File: config.mk
export PLATFORM = sky130hd
export DESIGN_NAME = placar_flat
export DESIGN_NICKNAME = d
export VERILOG_FILES = /design/src/rtl/jogo_pkg.sv /design/src/rtl/placar_if.sv /design/src/rtl/hex7seg.sv /design/src/rtl/placar.sv /design/src/flat_wrapper.sv
export SDC_FILE = /design/constraint.sdc
export NUM_CORES = 1
export LEC_CHECK = 0
export ABC_CLOCK_PERIOD_IN_PS = 14000
export BUFFER_PORTS_ARGS = -buffer_cell sky130_fd_sc_hd__buf_2
export CORE_MARGIN = 2
export CORE_UTILIZATION = 55
export DETAILED_ROUTE_END_ITERATION = 6
export MAX_ROUTING_LAYER = met4
export PLACE_DENSITY = 0.85
export SYNTH_ARGS = -nofsm -noshare
export SYNTH_HDL_FRONTEND = slang
export SYNTH_SLANG_ARGS = --single-unit
File: constraint.sdc
create_clock -name CLOCK_50 -period 14 [get_ports CLOCK_50]
set_input_delay 2.1 -clock CLOCK_50 [delete_from_list [all_inputs] [get_ports CLOCK_50]]
set_output_delay 2.1 -clock CLOCK_50 [all_outputs]
set_load 0.1 [all_outputs]
File: src/rtl/jogo_pkg.sv
// Shared definitions for the game-state keeper: state encodings, BCD width,
// seven-segment blank pattern and a small binary-to-BCD helper.
package jogo_pkg;

  typedef enum logic [1:0] {
    JOGANDO     = 2'b00,
    ONDA_LIMPA  = 2'b01,
    FIM_DE_JOGO = 2'b10,
    REINICIO    = 2'b11
  } estado_t;

  localparam int BCD_W   = 16;
  localparam int DIGITOS = BCD_W / 4;

  localparam logic [6:0] SEG_APAGADO = 7'h7F;

  // Binary 0..99 to two packed BCD digits {tens, ones}.
  function automatic logic [7:0] bin2bcd2(input logic [6:0] v);
    logic [3:0] dez;
    logic [6:0] resto;
    dez   = '0;
    resto = v;
    for (int i = 0; i < 9; i++) begin
      if (resto >= 7'd10) begin
        resto = resto - 7'd10;
        dez   = dez + 4'd1;
      end
    end
    return {dez, resto[3:0]};
  endfunction

endpackage

File: src/rtl/placar_if.sv
// Bundle between the entity layer and the score keeper. The entity layer
// (master) drives the game inputs; placar (slave) drives score, state and
// display outputs.
interface placar_if #(
  parameter int N_INIMIGOS = 5
);
  import jogo_pkg::*;

  logic                  pausa;
  logic                  iniciar;
  logic [0:N_INIMIGOS-1] inimigo_vivo_array;
  logic                  perdeu;
  logic [1:0]            vidas;

  logic [BCD_W-1:0]      pontos;
  logic [BCD_W-1:0]      recorde;
  logic [3:0]            nivel;
  logic [1:0]            estado;
  logic                  nova_onda;
  logic                  reiniciarJogo;
  logic [6:0]            HEX0;
  logic [6:0]            HEX1;
  logic [6:0]            HEX2;
  logic [6:0]            HEX3;

  modport master (
    output pausa, iniciar, inimigo_vivo_array, perdeu, vidas,
    input  pontos, recorde, nivel, estado, nova_onda, reiniciarJogo,
           HEX0, HEX1, HEX2, HEX3
  );

  modport slave (
    input  pausa, iniciar, inimigo_vivo_array, perdeu, vidas,
    output pontos, recorde, nivel, estado, nova_onda, reiniciarJogo,
           HEX0, HEX1, HEX2, HEX3
  );

endinterface

File: src/rtl/hex7seg.sv
// One BCD digit to active-low seven segments (bit 0 = segment a).
// Only compiled when PLACAR_HEX_EN is defined, so the default build carries
// no decoder at all.
`ifdef PLACAR_HEX_EN
module hex7seg
  import jogo_pkg::*;
(
  input  logic [3:0] digito,
  output logic [6:0] seg
);

  // Digit lookup; anything outside 0..9 is blanked.
  always_comb begin
    unique case (digito)
      4'd0:    seg = 7'h40;
      4'd1:    seg = 7'h79;
      4'd2:    seg = 7'h24;
      4'd3:    seg = 7'h30;
      4'd4:    seg = 7'h19;
      4'd5:    seg = 7'h12;
      4'd6:    seg = 7'h02;
      4'd7:    seg = 7'h78;
      4'd8:    seg = 7'h00;
      4'd9:    seg = 7'h10;
      default: seg = SEG_APAGADO;
    endcase
  end

endmodule
`endif

File: src/rtl/placar.sv
// Game-state and score keeper downstream of the entity layer.
// The alive vector and loss flag are registered once on entry; kills are
// the falling bits between that register and the one behind it, so a vector
// change sampled at edge k shows in the score after edge k+1.
// Optional seven-segment output under macro PLACAR_HEX_EN.
module placar
  import jogo_pkg::*;
#(
  parameter int N_INIMIGOS       = 5,
  parameter int PONTOS_POR_ABATE = 1,
  parameter int PULSO_REINICIO   = 4
) (
  input  logic     CLOCK_50,
  input  logic     reset,
  placar_if.slave  bus
);

  localparam int CNT_W = (PULSO_REINICIO > 1) ? $clog2(PULSO_REINICIO) : 1;
  localparam int POP_W = $clog2(N_INIMIGOS + 1);

  estado_t                 estado, estado_next;
  logic [0:N_INIMIGOS-1]   vivo_r, vivo_ant, abates;
  logic                    perdeu_r, ant_valido;
  logic [BCD_W-1:0]        pontos, recorde, pontos_soma;
  logic [3:0]              nivel;
  logic                    nova_onda, reinicio_pulso;
  logic [CNT_W-1:0]        cnt;
  logic [POP_W-1:0]        abates_qtd;
  logic [6:0]              incremento;
  logic [7:0]              inc_bcd;
  logic                    pontua, limpa_onda, entra_reinicio, fim_pulso;

  // Respawn (rising bits) never produces a kill.
  assign abates = vivo_ant & ~vivo_r;

  // Kill count and its value in points, as two BCD digits.
  always_comb begin
    abates_qtd = '0;
    for (int i = 0; i < N_INIMIGOS; i++)
      abates_qtd = abates_qtd + POP_W'(abates[i]);
  end

  assign incremento = 7'(abates_qtd * PONTOS_POR_ABATE);
  assign inc_bcd    = bin2bcd2(incremento);

  // Digit-serial BCD add; a carry out of the top digit saturates at 9999.
  always_comb begin
    logic [4:0] soma_dig;
    logic [3:0] parcela;
    logic       carry;
    pontos_soma = '0;
    carry       = 1'b0;
    for (int d = 0; d < DIGITOS; d++) begin
      if (d == 0)      parcela = inc_bcd[3:0];
      else if (d == 1) parcela = inc_bcd[7:4];
      else             parcela = 4'd0;
      soma_dig = {1'b0, pontos[4*d +: 4]} + {1'b0, parcela} + {4'd0, carry};
      if (soma_dig > 5'd9) begin
        soma_dig = soma_dig + 5'd6;
        carry    = 1'b1;
      end else begin
        carry    = 1'b0;
      end
      pontos_soma[4*d +: 4] = soma_dig[3:0];
    end
    if (carry) pontos_soma = {DIGITOS{4'h9}};
  end

  // Game FSM state register.
  always_ff @(posedge CLOCK_50) begin
    // NOTE: non-blocking so every register samples pre-edge values together.
    if (reset) estado <= JOGANDO;
    else       estado <= estado_next;
  end

  // Next state and per-cycle events; pausa freezes all of it.
  always_comb begin
    // NOTE: defaults first so no path leaves a signal unassigned (no latch).
    estado_next    = estado;
    pontua         = 1'b0;
    limpa_onda     = 1'b0;
    entra_reinicio = 1'b0;
    fim_pulso      = 1'b0;
    if (!bus.pausa) begin
      unique case (estado)
        JOGANDO: begin
          pontua = ant_valido;
          if (perdeu_r) begin
            estado_next = FIM_DE_JOGO;
          end else if (vivo_r == '0 && vivo_ant != '0) begin
            estado_next = ONDA_LIMPA;
            limpa_onda  = 1'b1;
          end
        end
        ONDA_LIMPA: begin
          if (perdeu_r)          estado_next = FIM_DE_JOGO;
          else if (vivo_r != '0) estado_next = JOGANDO;
        end
        FIM_DE_JOGO: begin
          if (bus.iniciar) begin
            estado_next    = REINICIO;
            entra_reinicio = 1'b1;
          end
        end
        REINICIO: begin
          if (cnt == '0) begin
            estado_next = JOGANDO;
            fim_pulso   = 1'b1;
          end
        end
        default: ;
      endcase
    end
  end

  // Input stage, score, level, high score and restart pulse registers.
  always_ff @(posedge CLOCK_50) begin
    if (reset) begin
      vivo_r         <= '0;
      vivo_ant       <= '0;
      perdeu_r       <= 1'b0;
      ant_valido     <= 1'b0;
      pontos         <= '0;
      recorde        <= '0;
      nivel          <= 4'd1;
      nova_onda      <= 1'b0;
      reinicio_pulso <= 1'b0;
      cnt            <= '0;
    end else begin
      vivo_r     <= bus.inimigo_vivo_array;
      vivo_ant   <= vivo_r;
      perdeu_r   <= bus.perdeu;
      // Valid again one clock after leaving REINICIO (or reset).
      ant_valido <= (estado != REINICIO) && !entra_reinicio;
      nova_onda  <= limpa_onda;
      if (pontua) pontos <= pontos_soma;
      if (limpa_onda && nivel != 4'd15) nivel <= nivel + 4'd1;
      // Packed BCD orders exactly like binary, so a plain compare suffices.
      if (estado == FIM_DE_JOGO && pontos > recorde) recorde <= pontos;
      if (entra_reinicio) begin
        pontos         <= '0;
        nivel          <= 4'd1;
        reinicio_pulso <= 1'b1;
        cnt            <= CNT_W'(PULSO_REINICIO - 1);
      end else if (fim_pulso) begin
        reinicio_pulso <= 1'b0;
      end else if (estado == REINICIO && !bus.pausa) begin
        cnt <= cnt - CNT_W'(1);
      end
    end
  end

  assign bus.pontos        = pontos;
  assign bus.recorde       = recorde;
  assign bus.nivel         = nivel;
  assign bus.estado        = estado;
  assign bus.nova_onda     = nova_onda;
  assign bus.reiniciarJogo = reinicio_pulso;

`ifdef PLACAR_HEX_EN
  logic [BCD_W-1:0] mostra;

  // Game over shows the high score on all digits; otherwise lives + score.
  assign mostra = (estado == FIM_DE_JOGO) ? recorde
                                          : {2'b00, bus.vidas, pontos[11:0]};

  hex7seg u_hex0 (.digito(mostra[3:0]),   .seg(bus.HEX0));
  hex7seg u_hex1 (.digito(mostra[7:4]),   .seg(bus.HEX1));
  hex7seg u_hex2 (.digito(mostra[11:8]),  .seg(bus.HEX2));
  hex7seg u_hex3 (.digito(mostra[15:12]), .seg(bus.HEX3));
`else
  logic unused_vidas;
  assign unused_vidas = ^bus.vidas;

  assign bus.HEX0 = SEG_APAGADO;
  assign bus.HEX1 = SEG_APAGADO;
  assign bus.HEX2 = SEG_APAGADO;
  assign bus.HEX3 = SEG_APAGADO;
`endif

endmodule

File: src/flat_wrapper.sv
// flat-port wrapper written by rule: the top's interface ports become plain ports
module placar_flat import jogo_pkg::*;
#(
  parameter int N_INIMIGOS       = 5,
  parameter int PONTOS_POR_ABATE = 1,
  parameter int PULSO_REINICIO   = 4
)
  (CLOCK_50, reset, bus_pausa, bus_iniciar, bus_inimigo_vivo_array, bus_perdeu, bus_vidas, bus_pontos, bus_recorde, bus_nivel, bus_estado, bus_nova_onda, bus_reiniciarJogo, bus_HEX0, bus_HEX1, bus_HEX2, bus_HEX3);
  placar_if #(.N_INIMIGOS(N_INIMIGOS)) bus_i ();
  input  logic CLOCK_50;
  input  logic reset;
  input wire logic [$bits(bus_i.pausa)-1:0] bus_pausa;
  input wire logic [$bits(bus_i.iniciar)-1:0] bus_iniciar;
  input wire logic [$bits(bus_i.inimigo_vivo_array)-1:0] bus_inimigo_vivo_array;
  input wire logic [$bits(bus_i.perdeu)-1:0] bus_perdeu;
  input wire logic [$bits(bus_i.vidas)-1:0] bus_vidas;
  output wire logic [$bits(bus_i.pontos)-1:0] bus_pontos;
  output wire logic [$bits(bus_i.recorde)-1:0] bus_recorde;
  output wire logic [$bits(bus_i.nivel)-1:0] bus_nivel;
  output wire logic [$bits(bus_i.estado)-1:0] bus_estado;
  output wire logic [$bits(bus_i.nova_onda)-1:0] bus_nova_onda;
  output wire logic [$bits(bus_i.reiniciarJogo)-1:0] bus_reiniciarJogo;
  output wire logic [$bits(bus_i.HEX0)-1:0] bus_HEX0;
  output wire logic [$bits(bus_i.HEX1)-1:0] bus_HEX1;
  output wire logic [$bits(bus_i.HEX2)-1:0] bus_HEX2;
  output wire logic [$bits(bus_i.HEX3)-1:0] bus_HEX3;
  assign bus_i.pausa = bus_pausa;
  assign bus_i.iniciar = bus_iniciar;
  assign bus_i.inimigo_vivo_array = bus_inimigo_vivo_array;
  assign bus_i.perdeu = bus_perdeu;
  assign bus_i.vidas = bus_vidas;
  assign bus_pontos = bus_i.pontos;
  assign bus_recorde = bus_i.recorde;
  assign bus_nivel = bus_i.nivel;
  assign bus_estado = bus_i.estado;
  assign bus_nova_onda = bus_i.nova_onda;
  assign bus_reiniciarJogo = bus_i.reiniciarJogo;
  assign bus_HEX0 = bus_i.HEX0;
  assign bus_HEX1 = bus_i.HEX1;
  assign bus_HEX2 = bus_i.HEX2;
  assign bus_HEX3 = bus_i.HEX3;
  placar #(.N_INIMIGOS(N_INIMIGOS), .PONTOS_POR_ABATE(PONTOS_POR_ABATE), .PULSO_REINICIO(PULSO_REINICIO)) u_core (.CLOCK_50(CLOCK_50), .reset(reset), .bus(bus_i));
endmodule
-- Yosys cells after proc, flatten, opt, wreduce, memory -nomap -nowiden
Cells that the tools add are included.
- flip-flop bits (word level): 54
- input bits: 12
- output and inout port bits: 68
- word-level logic and storage cells: 138
- add/subtract/negate cells: 32
- $lt $le $gt $ge: 14
- eq/ne operators: 10
- muxes and demuxes: 51
- bitwise operators: 3
- reductions and logical operators: 17
- operators with widths (kind ; count):
    7-bit by 4-bit >= comparator with 1-bit output (second input constant) ; 8
    7-bit 2-to-1 mux ; 8
    4-bit 2-to-1 mux ; 13
    7-bit by 4-bit subtractor with 7-bit output (second input constant) ; 7
    4-bit by 1-bit adder with 4-bit output (second input constant) ; 8
    5-bit by 4-bit > comparator with 1-bit output (second input constant) ; 4
    1-bit 2-to-1 mux ; 19
    2-bit 2-to-1 mux ; 9
    4-bit by 3-bit adder with 4-bit output (second input constant) ; 4
    16-bit > comparator ; 1
    16-bit 2-to-1 mux ; 1
    4-bit by 1-bit adder with 5-bit output ; 2
    4-bit by 4-bit adder with 5-bit output ; 2
    5-bit nonzero test ; 2
    3-bit by 1-bit adder with 3-bit output ; 3
    2-bit case mux with 4 select lines ; 1
    3-bit by 1-bit inequality test with 1-bit output (second input constant) ; 2
    5-bit by 1-bit adder with 5-bit output ; 1
    5-bit bitwise AND ; 1
    1-bit logical AND ; 5
    5-bit zero test ; 1
    5-bit NOT ; 1
    5-bit AND reduction ; 1
    3-bit by 4-bit subtractor with 5-bit output (second input constant) ; 1
    16 further kinds ; 22

-- Longest topological paths before layout
Gate-level depths: netlist of the first run.
- word-level depth: 37
- depth in mapped cells: 37
- depth with buffers taken out: 36

-- Worst setup path after synthesis of the first run
Ideal clock, no wire load.
- path kind: register -> register
- from: register u_core.vivo_ant[1] in the netlist's numbering
- to: register u_core.pontos[1], in the netlist u_core.bus.pontos[1]
- setup time: 66 ps
- data arrival time: 7458 ps
- required time: 13934 ps
- path slack: 6476 ps
- cell stages (with the launch flop): 37
- buffers on the path: 2
- clock period less this slack: 7524 ps
- path through: dfxtp_1 > nor2b_1 > ha_1 > inv_1 > fa_1 > inv_1 > ha_1 > fa_1 > fa_1 > xnor2_1 > ha_1 > a32o_1 > nor2_1 > o22ai_1 > inv_1 > ha_1 > ha_1 > xnor2_1 > ha_1 > nor2b_1 > o31a_1 > inv_1 > ha_1 > ha_1 > clkbuf_1 > nor2_1 > nor2_1 > o22a_1 > ha_1 > ha_1 > nand2b_1 > a31oi_1 > or3_1 > clkbuf_1 > nand2_1 > or4_1 > nand3_1
- longest elaborated chain between the ends: 36
- elaborated cells between the ends (all ways): 65
- classes of those cells: add/sub: 27; order compare: 13; mux: 24; bitwise: 1
- ends and longest elaborated chain (element ; line ; text):
    from (decl) ; placar.sv:22 ; logic [0:N_INIMIGOS-1] vivo_r, vivo_ant, abates;
    from (signal assigned) ; placar.sv:131 ; vivo_ant <= vivo_r;
    5-bit bitwise AND (*) ; placar.sv:34 ; assign abates = vivo_ant & ~vivo_r;
    1-bit by 1-bit adder with 2-bit output (*) ; placar.sv:40 ; abates_qtd = abates_qtd + POP_W'(abates[i]);
    3-bit by 1-bit adder with 3-bit output (*) (3 in series) ; placar.sv:40 ;
    3-bit by 4-bit subtractor with 5-bit output / 3-bit by 4-bit >= comparator with 1-bit output (equally long branches) ; jogo_pkg.sv:25, jogo_pkg.sv:24 ;
    7-bit 2-to-1 mux ; jogo_pkg.sv:24 ; if (resto >= 7'd10) begin
    7-bit by 4-bit subtractor with 7-bit output / 7-bit by 4-bit >= comparator with 1-bit output (equally long branches) ; jogo_pkg.sv:25, jogo_pkg.sv:24 ;
    7-bit 2-to-1 mux ; jogo_pkg.sv:24 ;
    7-bit by 4-bit subtractor with 7-bit output / 7-bit by 4-bit >= comparator with 1-bit output (equally long branches) ; jogo_pkg.sv:25, jogo_pkg.sv:24 ;
    [... 18 more ...] ; - ;
    1-bit 2-to-1 mux ; placar.sv:58 ; if (soma_dig > 5'd9) begin
    4-bit by 1-bit adder with 5-bit output ; placar.sv:57 ; soma_dig = {1'b0, pontos[4*d +: 4]} + {1'b0, parcela} + {4'd0, carry};
    5-bit by 4-bit > comparator with 1-bit output ; placar.sv:58 ;
    1-bit 2-to-1 mux ; placar.sv:58 ;
    4-bit by 1-bit adder with 5-bit output ; placar.sv:57 ;
    5-bit by 4-bit > comparator with 1-bit output ; placar.sv:58 ;
    1-bit 2-to-1 mux ; placar.sv:58 ;
    16-bit 2-to-1 mux (*) ; placar.sv:66 ; if (carry) pontos_soma = {DIGITOS{4'h9}};
    to (signal assigned) ; placar.sv:136 ; if (pontua) pontos <= pontos_soma;
    to (decl) ; placar.sv:24 ; logic [BCD_W-1:0] pontos, recorde, pontos_soma;
Mark *: on every way between the ends. The rest lies on a longest branch, timed or not.
A chain may end at the register's enable or synchronous reset.

-- Final worst setup path of the first run
- from: register u_core.vivo_ant[0] in the netlist's numbering
- to: register u_core.pontos[1], in the netlist u_core.bus.pontos[1]
Same word-level chain as after synthesis.

==> results of run 1 <==
[cell families after synthesis]
family	count (synthesis)
AO/OA/AOI/OAI	76
XOR/XNOR	9
adder cells (fa/ha/maj)	36
buffers and inverters	74
flip-flops	54
multiplexers	21
other	1
AND/OR/NAND/NOR	137
[worst paths after layout]
kind,startpoint,end,slack [ns],cells after the start
max,u_core.vivo_ant[0],u_core.bus.pontos[1],5.81,35
min,u_core.vivo_r[0],u_core.vivo_ant[0],0.48,1
max reg2reg,u_core.vivo_ant[0],u_core.bus.pontos[1],5.81,35
min reg2reg,u_core.vivo_r[0],u_core.vivo_ant[0],0.48,1
[worst max-delay path, delay by kind of cell (launching register included)]
family | cells | cell delay, ns
AND/OR/NAND/NOR | 11 | 1.73
AO/OA/AOI/OAI | 5 | 1.33
adder cells (fa/ha/maj) | 13 | 3.95
XOR/XNOR | 2 | 0.51
buffers and inverters | 4 | 0.27
flip-flops | 1 | 0.33
[sequential cells by signal, indices dropped and copies added, names as in the netlist]
signal / flops
u_core.bus.recorde: 16
u_core.bus.nivel: 4
u_core.bus.reiniciarJogo: 1
u_core.bus.pontos: 16
u_core.cnt: 2
u_core.vivo_r: 5
u_core.perdeu_r: 1
u_core.ant_valido: 1
u_core.vivo_ant: 5
u_core.bus.estado: 2
u_core.bus.nova_onda: 1
[cell usage in the layout (no fill, tap or decap), drive strengths merged, types with 3 or more instances in the layout]
cell type	n
nor2	32
nand2	16
clkbuf	7
dfxtp	54
nand3	11
a21o	3
nand4	5
mux2i	20
nor2b	17
conb	28
inv	31
a32o	4
nand2b	35
ha	33
a211oi	7
fa	3
a31oi	3
o31ai	3
or3	3
o21ai	11
nor3	7
buf	50
a21oi	31
xnor2	7
[per-stage QoR]
step | instances | utilization, % | instance area [um2] | hold slack, ns | power, W
after floorplan | 435 | - | 3555 | 0.4521 | 0.0002542
after global placement | 517 | 60.65 | 3633 | 0.4663 | 0.0002585
after detailed placement | 517 | 60.65 | 3633 | 0.4738 | 0.0002602
after CTS | 525 | 62.41 | 3739 | 0.4882 | 0.0003551
after global routing | 525 | 62.41 | 3739 | 0.4948 | 0.0003685
final | 525 | 62.41 | 3739 | 0.4795 | 0.0003544
[power groups by stage]
stage | Clock [W] | Sequential [W] | Combinational (W)
2_1_floorplan | 0 | 0.000184 | 0.0000703
3_3_place_gp | 0 | 0.000167 | 0.0000917
3_5_place_dp | 0 | 0.000167 | 0.0000932
4_1_cts | 0.0000978 | 0.000163 | 0.0000938
5_1_grt | 0.000105 | 0.000164 | 0.0000991
6_report | 0.0000970 | 0.000164 | 0.0000938
[per-layer routing]
layer | up-vias | wire length [um] | GRT usage (%) | part of all wire, %
li1 | 1433 | - | - | -
met5 | - | 0 | - | 0
met3 | 14 | 355 | 3.877 | 5.0
met2 | 82 | 3476 | 34.31 | 49
met4 | 0 | 104 | 6.259 | 1.5
met1 | 1368 | 3207 | 26.33 | 45
[layout make-up]
| class | count | area, um2 |
|---|---|---|
| flip-flops and latches | 54 | 1081 |
| fillers | 516 | 2252 |
| well taps | 75 | 93.84 |
| repair buffers | 50 | 252.7 |
| multi-input cells | 307 | 2090 |
| clock buffers | 7 | 96.34 |
| inverters | 31 | 116.4 |
| clock inverters | 1 | 8.758 |
==> impl_metrics.yaml, run 1 <==
clocking:
  cts_made_buffers: 5
  cts_sinks: 54
  tritoncts: "yes"
  post_cts_buffers: 0
  ctsResizeCount: 0
  htree_levels: 2
  cts_buffer_depth: 2
  clk_latency_ns: 0.31
  clkTransAtPathRegs_ns: 0.10
  holdBufCountCts: 0
  clockRootBuffer: "clkbuf_8"
sta:
  rsz0062_at_grt: "false"
  timing.slew.headroom_pct: 23.60
  setup_viol: 0
  period_needed_ns: 8.190
  slew_viol_final: 0
  clock_skew_ns: 0.01303
  fmax_ghz: 0.1221
  setup_ws_ns: 5.810
  worst_pin_slew_ns: 1.146
  finalHoldViolations: 0
  finalSetupTns_ns: 0
  min_period_over_period_pct: 58.50
finish:
  areaGrowthSynthToFinish_pct: 8.261
  nNetsFinal: 497
  diodes: 0
  drive_above_1_share_pct: 14.00
logic_synthesis:
  synth_top_family_by_area: "simple AND/OR/NAND/NOR gates"
  synth.most_common_cell: "dfxtp_1"
  yosysWarnings: 0
  async_flop_share_pct: 0
  syn-cell-area_um2: 3453
  synth_top_area_share_pct: 31.30
  syn_area_per_cell_um2: 8.464
  synth_mux_area_share_pct: 6.123
  synth_fa_ha_area_share_pct: 13.70
  synthTopCellsByCount: "54 x dfxtp_1, 35 x nand2b_1, 33 x ha_1"
  ys_seq_area_share_pct: 31.30
  yosys.area_share.simple_pct: 21.16
  synth_edf_count: 0
  synth-main-ff-cell: "dfxtp_1"
  synth_xor_area_share_pct: 2.283
  synth_compound_area_share_pct: 14.20
  synth_top_area_cell: "dfxtp_1"
  synth_seq_cells: 54
  synth_cell_types: 49
  synth.area.top_cells: "dfxtp_1 31%, ha_1 12%, nand2b_1 6.3%"
  synth_cells: 408
placement:
  routabilityCongestion: 0.9049
  hpwlAfterDp_um: 5278
  place_ws_ns: 5.938
  io_buffers: 49
power_and_ir_drop:
  p_comb_share_pct: 26.5
  p_sw_share_pct: 37.11
  p_int_w: 0.0002229
  peakVddDrop_mv: 0.05067
  p_clk_share_pct: 27.4
  p_switching_w: 0.0001315
  p_per_area_nw_per_um2: 94.79
  p_leak_nw: 1.763
  pwr-share-seq_pct: 46.2
drt:
  routed_via_density: 5.518
  drt_iter0_markers: 191
  vias: 2897
  drc: 0
  avgRoutedWirePerCell_um: 13.61
  ant_nets: 0
  wl_um: 7144
  dr.pass1.iters: 4
worst_setup_path:
  path_class: "reg2reg"
  cp_max_fo: 7
  cp-start-kind: "flip-flop"
  crit_path_top_delay_cell: "fa_1"
  critPathMaxStageDelay_ns: 0.52
  cp_common_cell: "ha_1"
  worstPathRequired_ns: 14.26
  cp.arrival_ns: 8.45
  endpoint_kind: "flip-flop"
grt:
  track_usage_pct: 20.93
  grt_pass1_wl_um: 11890
  grt_pass1_vias: 2619
  antenna_found_initial: 0
  overflow: 0
  grt_max_degree: 52
die:
  pin_count: 80
  rows: 28
  floorplan.initialDensity_pct: 57.64
  die_area_um2: 6929
  core_area_um2: 5991
  die_x_um: 83.24
  die_h_um: 83.24
min_path:
  min-delay-path-class: "reg2reg"
job:
  drv_cap: 0
outcome:
  status: "complete, no violations"
Power figures use the tool's default switching activity.
==> run 2: changes to the inputs <==
--- a/config.mk
+++ b/config.mk
@@ -5,13 +5,13 @@
 export SDC_FILE = /design/constraint.sdc
 export NUM_CORES = 1
 export LEC_CHECK = 0
-export ABC_CLOCK_PERIOD_IN_PS = 14000
+export ABC_CLOCK_PERIOD_IN_PS = 8200
 export BUFFER_PORTS_ARGS = -buffer_cell sky130_fd_sc_hd__buf_2
 export CORE_MARGIN = 2
-export CORE_UTILIZATION = 55
+export CORE_UTILIZATION = 54
 export DETAILED_ROUTE_END_ITERATION = 6
 export MAX_ROUTING_LAYER = met4
-export PLACE_DENSITY = 0.85
+export PLACE_DENSITY = 0.84
 export SYNTH_ARGS = -nofsm -noshare
 export SYNTH_HDL_FRONTEND = slang
 export SYNTH_SLANG_ARGS = --single-unit
==> constraint.sdc (replaced) <==
create_clock -name CLOCK_50 -period 8.2 [get_ports CLOCK_50]
set_input_delay 1.23 -clock CLOCK_50 [delete_from_list [all_inputs] [get_ports CLOCK_50]]
set_output_delay 1.23 -clock CLOCK_50 [all_outputs]
set_load 0.1 [all_outputs]
==> impl_metrics.yaml, run 2 (synthesized netlist as in run 1, its figures left out) <==
min_path:
  hold_start: "u_core.vivo_r[3]"
  holdPathStages: 1
  whs_endpoint: "u_core.vivo_ant[3]"
  min-delay-path-class: "reg2reg"
worst_setup_path:
  r2r_slack_ns: 0.35
  cp.arrival_ns: 8.11
  r2r_cells: 35
  cp_top_family: "adder cells"
  crit_path_top_delay_cell: "fa_1"
  worstPathRequired_ns: 8.46
  cp-start-kind: "flip-flop"
  r2r-end: "u_core.bus.pontos[1]"
  cp_max_fo: 7
  worst-path-buf-inv: 5
  critPathMaxStageDelay_ns: 0.52
  r2r_start: "u_core.vivo_ant[1]"
  path_class: "reg2reg"
  cp_common_cell: "ha_1"
  endpoint_kind: "flip-flop"
sta:
  slew_viol_final: 0
  min_period_over_period_pct: 95.69
  fmax_ghz: 0.1275
  finalHoldViolations: 0
  worst_pin_slew_ns: 1.199
  timing.slew.headroom_pct: 20.06
  clock_skew_ns: 0.01378
  setup_viol: 0
  whs_ns: 0.4880
  period_needed_ns: 7.846
clocking:
  clockRootBuffer: "clkbuf_8"
  cts_buffer_depth: 2
  ctsResizeCount: 0
  cts_sinks: 54
  clk_latency_ns: 0.32
  holdBufCountCts: 0
  cts_made_buffers: 5
  post_cts_buffers: 0
  tritoncts: "yes"
  htree_levels: 2
  clkTransAtPathRegs_ns: 0.11
drt:
  wl_um: 7438
  dr.pass1.iters: 5
  drc: 0
  routed_via_density: 5.565
  vias: 2933
  drt_iter0_markers: 256
  avgRoutedWirePerCell_um: 14.11
  ant_nets: 0
outcome:
  status: "complete, no violations"
power_and_ir_drop:
  pwr-share-seq_pct: 46.6
  p_comb_share_pct: 27.1
  p_int_w: 0.0003654
  peakVddDrop_mv: 0.09259
  p_leak_nw: 1.746
  p_per_area_nw_per_um2: 158.8
  p_clk_share_pct: 26.4
  p_sw_share_pct: 39.09
  p_switching_w: 0.0002345
finish:
  layout_commonest_cell: "dfxtp_1"
  final_util_pct: 60.18
  diodes: 0
  areaGrowthSynthToFinish_pct: 9.384
  nNetsFinal: 497
  drive_above_1_share_pct: 16.00
  largestRegisters: "u_core.bus.pontos (16), u_core.bus.recorde (16)"
  final_cell_mix: "54 x dfxtp_1, 49 x buf_2, 35 x nand2b_1"
  fillCellCount: 546
placement:
  hpwlAfterDp_um: 5405
  routabilityCongestion: 0.8678
  io_buffers: 49
die:
  rows: 29
  die_x_um: 83.97
  die_area_um2: 7051
  core_area_um2: 6277
  die_h_um: 83.97
  floorplan.initialDensity_pct: 55.01
  pin_count: 80
grt:
  grt_max_degree: 52
  grt_pass1_vias: 2668
  grt_pass1_wl_um: 11970
  overflow: 0
  track_usage_pct: 20.88
  antenna_found_initial: 0
job:
  drv_cap: 0
## run 2: cell count changes in the layout (fill, tap and decap cells not counted), moves of 2 or more
cell        previous run  this run
ha_1                  33        30
clkinvlp_4             0         2
clkbuf_8               7         5
ha_2                   0         2
## run 2: routing by layer
metal	vias to the layer above	part of all wire [%]	global-route usage [%]
li1	1434	-	-
met1	1364	43	24.48
met2	119	49	36.51
met3	16	6.3	3.264
met4	0	1.9	6.891
met5	-	0	-
## run 2: stage by stage
step / power, W / TNS (ns) / area (um2) / setup WS, ns / std cells
5_1_grt: 0.0006206 / -0.2884 / 3777 / -0.1500 / 527
3_3_place_gp: 0.0004412 / 0 / 3636 / 0.4142 / 519
2_1_floorplan: 0.0004340 / 0 / 3555 / 0.6755 / 435
6_report: 0.0006000 / 0 / 3777 / 0.3538 / 527
3_5_place_dp: 0.0004451 / 0 / 3636 / 0.1765 / 519
4_1_cts: 0.0005979 / 0 / 3729 / 0.06007 / 527
## run 2: power by group through the flow
| stage | sequential (W) | clock [W] | combinational (W) |
|---|---|---|---|
| 6_report | 0.000279 | 0.000158 | 0.000162 |
| 5_1_grt | 0.000281 | 0.000168 | 0.000172 |
| 4_1_cts | 0.000279 | 0.000159 | 0.000160 |
| 3_5_place_dp | 0.000285 | 0 | 0.000160 |
| 3_3_place_gp | 0.000285 | 0 | 0.000157 |
| 2_1_floorplan | 0.000314 | 0 | 0.000120 |
## run 2: area by class of cell
cell class,count,area (um2),share of cell area (%)
Inverter,31,116.4,3.081
Clock buffer,5,68.82,1.822
Clock inverter,3,23.77,0.6293
Tap cell,77,96.34,2.551
Multi-Input combinational cell,307,2138,56.61
Timing Repair Buffer,50,252.7,6.691
Sequential cell,54,1081,28.62
## run 2: worst max-delay path by stage
| stage | slack (ns) | depth (start not counted) | startpoint | to |
|---|---|---|---|---|
| after floorplan | 0.68 | 36 | u_core.vivo_ant[1] | u_core.bus.pontos[1] |
| after global placement | 0.41 | 35 | u_core.vivo_ant[1] | u_core.bus.pontos[1] |
| after detailed placement | 0.18 | 35 | u_core.vivo_ant[0] | u_core.bus.pontos[9] |
| after CTS | 0.06 | 35 | u_core.vivo_ant[0] | u_core.bus.pontos[9] |
| after global routing | -0.15 | 35 | u_core.vivo_ant[1] | u_core.bus.pontos[1] |
| final | 0.35 | 35 | u_core.vivo_ant[1] | u_core.bus.pontos[1] |
==> run 3: changes to the inputs <==
--- a/config.mk
+++ b/config.mk
@@ -7,8 +7,10 @@
 export LEC_CHECK = 0
 export ABC_CLOCK_PERIOD_IN_PS = 8200
 export BUFFER_PORTS_ARGS = -buffer_cell sky130_fd_sc_hd__buf_2
+export CELL_PAD_IN_SITES_DETAIL_PLACEMENT = 0
+export CELL_PAD_IN_SITES_GLOBAL_PLACEMENT = 1
 export CORE_MARGIN = 2
-export CORE_UTILIZATION = 54
+export CORE_UTILIZATION = 40
 export DETAILED_ROUTE_END_ITERATION = 6
 export MAX_ROUTING_LAYER = met4
 export PLACE_DENSITY = 0.84
==> constraint.sdc (replaced) <==
create_clock -name CLOCK_50 -period 8.2 [get_ports CLOCK_50]
set_input_delay 1.23 -clock CLOCK_50 [delete_from_list [all_inputs] [get_ports CLOCK_50]]
set_output_delay 1.23 -clock CLOCK_50 [all_outputs]
set_load 0.02 [all_outputs]
==> impl_metrics.yaml, run 3 (synthesized netlist as in run 1, its figures left out) <==
outcome:
  status: "complete, no violations"
drt:
  avgRoutedWirePerCell_um: 13.09
  top_layer: "met4"
  wl_um: 7306
  routed_via_density: 5.124
  vias: 2859
  dr.pass1.iters: 4
  ant_nets: 0
  drt_iter0_markers: 100
  wl_met3_um: 343
  wl_met1_um: 3387
  drc: 0
  met2_length_um: 3506
clocking:
  cts_sinks: 54
  htree_levels: 2
  tritoncts: "yes"
  cts_made_buffers: 5
  clk_latency_ns: 0.32
  clkTransAtPathRegs_ns: 0.11
  cts_buffer_depth: 2
  clockRootBuffer: "clkbuf_8"
sta:
  min_period_over_period_pct: 95.56
  slew_viol_final: 0
  setup_ws_ns: 0.3640
  worst_pin_slew_ns: 1.026
  finalHoldViolations: 0
  timing.slew.headroom_pct: 31.26
  period_needed_ns: 7.836
  clock_skew_ns: 0.01547
  fmax_ghz: 0.1276
  setup_viol: 0
  rsz0062_at_grt: "true"
  finalSetupTns_ns: 0
  whs_ns: 0.4871
die:
  die_h_um: 96.92
  die_area_um2: 9393
  rows: 33
  floorplan.initialDensity_pct: 41.61
  pin_count: 80
  core_area_um2: 8299
  die_x_um: 96.92
worst_setup_path:
  worst-path-buf-inv: 4
  cp.arrival_ns: 8.10
  critPathMaxStageDelay_ns: 0.53
  cp_top_family: "adder cells"
  cp-start-kind: "flip-flop"
  endpoint_kind: "flip-flop"
  path_class: "reg2reg"
  cp_common_cell: "ha_1"
  worstPathRequired_ns: 8.47
  cp_max_fo: 6
  crit_path_top_delay_cell: "fa_1"
power_and_ir_drop:
  p_total_w: 0.0005310
  p_per_area_nw_per_um2: 138.9
  peakVddDrop_mv: 0.05825
  p_leak_nw: 1.764
finish:
  nNetsFinal: 500
  diodes: 0
  largestRegisters: "u_core.bus.pontos (16), u_core.bus.recorde (16)"
  drive_above_1_share_pct: 16.34
  stdcell_count: 558
  final_cell_mix: "54 x dfxtp_1, 49 x buf_2, 35 x nand2b_1"
  areaGrowthSynthToFinish_pct: 10.72
  multi_input_area_um2: 2127
  layout_commonest_cell: "dfxtp_1"
  seq_area_um2: 1081
  fillCellCount: 825
grt:
  grt_pass1_wl_um: 11740
  overflow: 0
  grt_max_degree: 52
  grt_pass1_vias: 2569
  track_usage_pct: 15.36
  antenna_found_initial: 0
placement:
  hpwlAfterDp_um: 5357
  io_buffers: 49
  dp_cells: 547
  place_ws_ns: 0.09971
  routabilityCongestion: 0.8114
min_path:
  min-delay-path-class: "reg2reg"
job:
  drv_cap: 0
[run 3: path summary, 6_finish.rpt]
| check | startpoint | to | slack, ns | depth (start not counted) |
|---|---|---|---|---|
| setup / recovery | u_core.vivo_ant[1] | u_core.bus.pontos[1] | 0.36 | 36 |
| hold / removal | u_core.vivo_r[4] | u_core.vivo_ant[4] | 0.49 | 1 |
| setup reg to reg | u_core.vivo_ant[1] | u_core.bus.pontos[1] | 0.36 | 36 |
| hold reg to reg | u_core.vivo_r[4] | u_core.vivo_ant[4] | 0.49 | 1 |
[run 3: stage by stage]
| step | utilization, % | area (um2) |
|---|---|---|
| floorplan | - | 3555 |
| global placement | 44.31 | 3677 |
| detailed placement | 44.31 | 3677 |
| CTS | 45.42 | 3770 |
| global route | 46.07 | 3824 |
| finish | 46.07 | 3824 |
[run 3: worst register-to-register path, delay by kind of cell (launching register included)]
kind	cells	cell delay, ns
fa+ha+maj	13	3.74
simple gates	11	1.62
buf+inv	4	0.26
xor+xnor	2	0.34
flops	1	0.33
compound gates	6	1.48
[run 3: area by class of cell]
type                       instances  area share [%]
multi-input combinational        307           55.63
sequential                        54           28.27
timing repair buffer              53           7.199
tap                              105           3.436
inverter                          31           3.043
clock buffer                       5           1.800
clock inverter                     3          0.6217
[run 3: timing repair]
item	4_1_cts	5_1_grt
buffers inserted	0	3
setup endpoints to repair	0	13
hold buffers	0	0
resized for setup	0	7
hold endpoints to repair	0	0
[run 3: power by group]
group / internal (W) / total [W] / switching, W
registers: 0.000270 / 0.000279 / 0.00000957
clock network: 0.0000614 / 0.000159 / 0.0000975
logic: 0.0000343 / 0.0000928 / 0.0000584
total: 0.000366 / 0.000531 / 0.000165
[run 3: metal layers]
layer / track usage, % / vias to the layer above
li1: - / 1445
met1: 18.96 / 1333
met2: 25.27 / 74
met3: 3.179 / 7
met4: 4.767 / 0
met5: - / -
